==> config.mk <==
export PLATFORM = sky130hd
export DESIGN_NAME = instr_fetch
export DESIGN_NICKNAME = d
export VERILOG_FILES = /design/src/rtl/instr_fetch.sv
export SDC_FILE = /design/constraint.sdc
export NUM_CORES = 2
export LEC_CHECK = 0
export BUFFER_PORTS_ARGS = -buffer_cell sky130_fd_sc_hd__buf_2
export CORE_MARGIN = 3
export CORE_UTILIZATION = 50
export CTS_CLUSTER_DIAMETER = 150
export DETAILED_ROUTE_END_ITERATION = 12
export PLACE_DENSITY_LB_ADDON = 0.15
export SYNTH_ARGS = -nofsm -noshare
export SYNTH_HDL_FRONTEND = slang
export SYNTH_SLANG_ARGS = --single-unit
==> constraint.sdc <==
create_clock -name clk -period 3.4 [get_ports clk]
set_input_delay 0 -clock clk [delete_from_list [all_inputs] [get_ports clk]]
set_output_delay 0 -clock clk [all_outputs]
set_load 0.005 [all_outputs]
==> src/rtl/instr_fetch.sv <==
// Instruction fetch unit: program memory, fetch FSM and an IR with a valid/ready handshake.
// Optional build macro IFETCH_STEP_EDGE_EN: step becomes a synchronised, edge-detected active-low button.
module instr_fetch #(
  parameter int unsigned MEM_DEPTH = 256,
  parameter logic [3:0]  HALT_OP   = 4'hF
) (
  input  logic        clk,
  input  logic        rst_n,
  input  logic        load_en,
  input  logic [7:0]  load_addr,
  input  logic [15:0] load_data,
  input  logic        run,
  input  logic        step,
  input  logic        restart,
  input  logic        branch_en,
  input  logic [7:0]  branch_target,
  input  logic        ir_ready,
  output logic        ir_valid,
  output logic [15:0] ir_data,
  output logic [3:0]  opcode,
  output logic [3:0]  f_c,
  output logic [3:0]  f_a,
  output logic [3:0]  f_b,
  output logic [7:0]  pc,
  output logic        halted
);

  localparam int AW = (MEM_DEPTH > 1) ? $clog2(MEM_DEPTH) : 1;

  typedef enum logic [1:0] {
    S_IDLE,
    S_FETCH,
    S_HOLD,
    S_HALT
  } state_t;

  state_t      r_state;
  logic [15:0] r_mem [MEM_DEPTH];
  logic        w_step_req;
  logic        w_load_ok;

`ifdef IFETCH_STEP_EDGE_EN
  // [0],[1] synchronise the button; [2] delays once more so a high->low transition is one pulse.
  logic [2:0] r_step_sync;

  always_ff @(posedge clk or negedge rst_n) begin
    if (!rst_n) r_step_sync <= 3'b111;
    else        r_step_sync <= {r_step_sync[1:0], step};
  end

  assign w_step_req = r_step_sync[2] & ~r_step_sync[1];
`else
  assign w_step_req = step;
`endif

  // Program writes are only accepted while the fetch path is quiescent; restart wins over a load.
  assign w_load_ok = load_en && !restart && ((r_state == S_IDLE) || (r_state == S_HALT));

  // NOTE: the memory array is deliberately left out of reset so it can map onto block RAM.
  always_ff @(posedge clk) begin
    if (w_load_ok) r_mem[load_addr[AW-1:0]] <= load_data;
  end

  // NOTE: every state register here uses <= so all of them see pre-edge values of each other.
  always_ff @(posedge clk or negedge rst_n) begin
    if (!rst_n) begin
      r_state  <= S_IDLE;
      pc       <= 8'h00;
      ir_data  <= 16'h0000;
      ir_valid <= 1'b0;
      halted   <= 1'b0;
    end else if (restart) begin
      r_state  <= S_IDLE;
      pc       <= 8'h00;
      ir_valid <= 1'b0;
      halted   <= 1'b0;
    end else begin
      case (r_state)
        S_IDLE: begin
          if (run || w_step_req) r_state <= S_FETCH;
        end
        S_FETCH: begin
          ir_data  <= r_mem[pc[AW-1:0]];
          ir_valid <= 1'b1;
          r_state  <= S_HOLD;
        end
        S_HOLD: begin
          if (ir_ready) begin
            ir_valid <= 1'b0;
            pc       <= branch_en ? branch_target : pc + 8'd1;
            if (ir_data[15:12] == HALT_OP) begin
              r_state <= S_HALT;
              halted  <= 1'b1;
            end else if (run) begin
              r_state <= S_FETCH;
            end else begin
              r_state <= S_IDLE;
            end
          end
        end
        S_HALT: begin
          r_state <= S_HALT;
        end
        default: begin
          r_state <= S_IDLE;
        end
      endcase
    end
  end

  assign opcode = ir_data[15:12];
  assign f_c    = ir_data[11:8];
  assign f_a    = ir_data[7:4];
  assign f_b    = ir_data[3:0];

endmodule
==> run_results.csv <==
group,metric,value,unit
synthesis,yosys_warnings,0,
floorplan,core_region_area,318000,um^2
sta,finalSetupViolations,4,
floorplan,dieArea,327000,um^2
sta,fin_crit,3.46,ns
global_route,antenna_found_initial,18,
sta,setup_slack,-0.0635,ns
critical_path,crit_fanout,6,
critical_path,crit_family,"compound AO/OA/AOI/OAI gates",
critical_path,endpoint_kind,"flip-flop",
synthesis,syn_inst,7518,
placement,pre_cts_ws,-0.751,ns
clock_tree,clkSlewWorstSetupHoldPaths,0.06,ns
route,ant_nets,0,
placement,numPortBuffers,81,
final_layout,utilization,58.9,%
critical_path,path_cells,"buf_4 -> bufbuf_16 -> buf_4 -> mux2i_1 -> a221oi_1 -> a21oi_1 -> o311ai_2 -> a211oi_2 -> buf_4 -> a211oi_2 -> a211o_1",
run_status,status,"complete, but fails checks",
global_route,grt_max_degree,114,
critical_path,arrival,4.36,ns
route,vias_per_cell,6.41,
pwr,p_per_area,566,nW/um^2
synthesis,ys.flop_type,"edfxtp_1",
synthesis,synth_area_per_cell,21.3,um^2
route,firstDrtPassIters,6,
pwr,p_leak,58.3,nW
critical_path,worstSetupStartpointType,"flip-flop",
global_route,grt_pass1_wl,656000,um
route,first_iter_violations,11700,
route,routedWlPerCell,36.0,um
run_status,failed_checks,"capacitance limit, slew limit, setup timing",
sta,slew_headroom,-1.41,%
sta,hold-worst-slack,0.0876,ns
placement,gp_congestion,0.920,
placement,dp_cells,12200,
sta,max_freq,0.289,GHz
synthesis,yosysTopAreaCellShare,76.9,%
synthesis,ys_top_cells_by_area,"edfxtp_1 77%, mux4_2 12%, mux2i_1 3.0%, nor2_1 0.79%, a221oi_1 0.68%",
sta,fin_tns_setup,-0.137,ns
sta,fin_worst_skew,0.0479,ns
sta,finalMaxSlewViolations,2,
global_route,track_usage,28.7,%
synthesis,synth_area,160000,um^2
synthesis,async_flop_share,0.679,%
final_layout,drive_above_1_share,31.0,%
clock_tree,htreeDepth,5,
critical_path,cp.required,4.29,ns
critical_path,critPathKind,"flip-flop to flip-flop",
floorplan,num_io_pins,82,
clock_tree,clk_latency,0.96,ns
synthesis,ys_ff_latch,4124,
critical_path,slowest_delay,0.57,ns
final_layout,finish.instance_area,188000,um^2
critical_path,critPathBufInv,4,
sta,fin_crit_sh,102,%
global_route,grt_pass1_vias,82300,
synthesis,yosysSeqAreaShare,77.3,%
final_layout,layout.nets,8640,
sta,worst_slew_pin_slew,1.51,ns
floorplan,dieHeight,572,um
synthesis,synth_fp_nets,7563,
final_layout,final_cell_mix,"4096 x edfxtp_1, 836 x mux4_2, 802 x buf_4, 480 x mux2i_1, 428 x clkbuf_16",
clock_tree,cts_buffers,416,
floorplan,start_util,50.3,%
final_layout,syn_to_final_growth,17.3,%
critical_path,crit_top_cell,"buf_4",
route,wl,472000,um
worst_hold_path,hp-class,"primary input to flip-flop",
final_layout,layout_commonest_cell,"edfxtp_1",
floorplan,dieWidth,572,um
pwr,power,106,mW
route,vias,84100,
sta,hold_violations,0,
route,drcViolationCount,0,
floorplan,row_count,207,
pwr,ir_drop,0.000431,V
synthesis,synth_edf_count,4096,
final_layout,stdcell_count,13100,
clock_tree,tritoncts,"built",
synthesis,yosys.area.top_type,"edfxtp_1",
placement,placed_area,171000,um^2
clock_tree,cts-root-buf,"clkbuf_16",
placement,dp.final_hpwl,290000,um
run,max_cap_viol_count,1,
clock_tree,cts.sink_count,4124,
synthesis,ys_types,64,
critical_path,cpMaxStageDelayCell,"a211oi_2",
sta,grt_setup_unrepaired,"true",
global_route,gr-total-overflow,0,
clock_tree,clock_path_buffers,4,
synthesized netlist by cell type, types with 56 or more instances:
library cell	n
mux2i_1	486
nor3_1	56
mux4_2	836
a21oi_1	179
mux2_2	59
clkbuf_1	183
buf_2	106
a221oi_1	125
buf_4	62
nand2_1	150
nor2_1	335
o21ai_0	99
a22oi_1	114
edfxtp_1	4096
buf_6	73
path summary, 6_finish.rpt:
check                           cells after the start                     end                    from  slack [ns]
worst max register to register                     11  ir_data[5]$_DFFE_PN0P_       pc[0]$_DFFE_PN0P_       -0.06
min in group asynchronous                           4  ir_data[2]$_DFFE_PN0P_                   rst_n        0.17
max in group asynchronous                           4       pc[0]$_DFFE_PN0P_                   rst_n        2.89
worst max-delay path                               11  ir_data[5]$_DFFE_PN0P_       pc[0]$_DFFE_PN0P_       -0.06
worst min-delay path                                3  r_state[1]$_DFFE_PN0P_                 restart        0.09
worst min register to register                      2  r_state[1]$_DFFE_PN0P_  r_state[0]$_DFFE_PN0P_        0.65
worst reg2reg max path, stage by stage (launching register included):
cell and delay [ns]:
dfrtp_4 0.53, buf_4 0.18, bufbuf_16 0.28, buf_4 0.16, mux2i_1 0.11, a221oi_1 0.47, a21oi_1 0.11, o311ai_2 0.54
a211oi_2 0.13, buf_4 0.19, a211oi_2 0.57, a211o_1 0.18
state kept, by name (all words and copies together), names as in the netlist:
signal,cells
r_mem,4096
r_state,2
ir_valid,1
pc,8
halted,1
ir_data,16
timing repair:
item | CTS | global route
endpoints found under the hold margin | 4237 | 0
cloned | 12 | 8
hold buffers | 59 | 0
setup buffers | 31 | 54
setup endpoints to repair | 16 | 18
gates resized for setup | 97 | 113
pin swaps | 10 | 20
cells by family after synthesis:
family | share of synthesized area [%]
adders and majority gates | 0.0391
muxes | 15.2
and+or+nand+nor | 1.97
AOI/OAI and AO/OA | 3.56
DFF | 77.3
buffers and inverters | 1.84
report_power, final:
part	internal [mW]	switching, mW	total, mW
logic	2.02	3.28	5.31
registers	56.0	0.476	56.5
clock network	25.1	19.3	44.3
cell type report:
class	count	area, um^2
clock buffers	519	10900
diodes	13	32.5
fillers	22700	131000
clock inverters	245	2220
inverters	11	52.6
multi-input cells	2913	34300
well taps	4180	5230
repair buffers	1129	11100
flip-flops and latches	4124	124000
metal layers:
metal	vias to the layer above	wire, um	track usage (%)
met5	-	11	0
met1	44900	186000	41.5
li1	33800	-	-
met3	754	47300	5.74
met2	4660	218000	43.6
met4	2	21500	11.3
No activity file was read; power rests on OpenSTA's default activity.
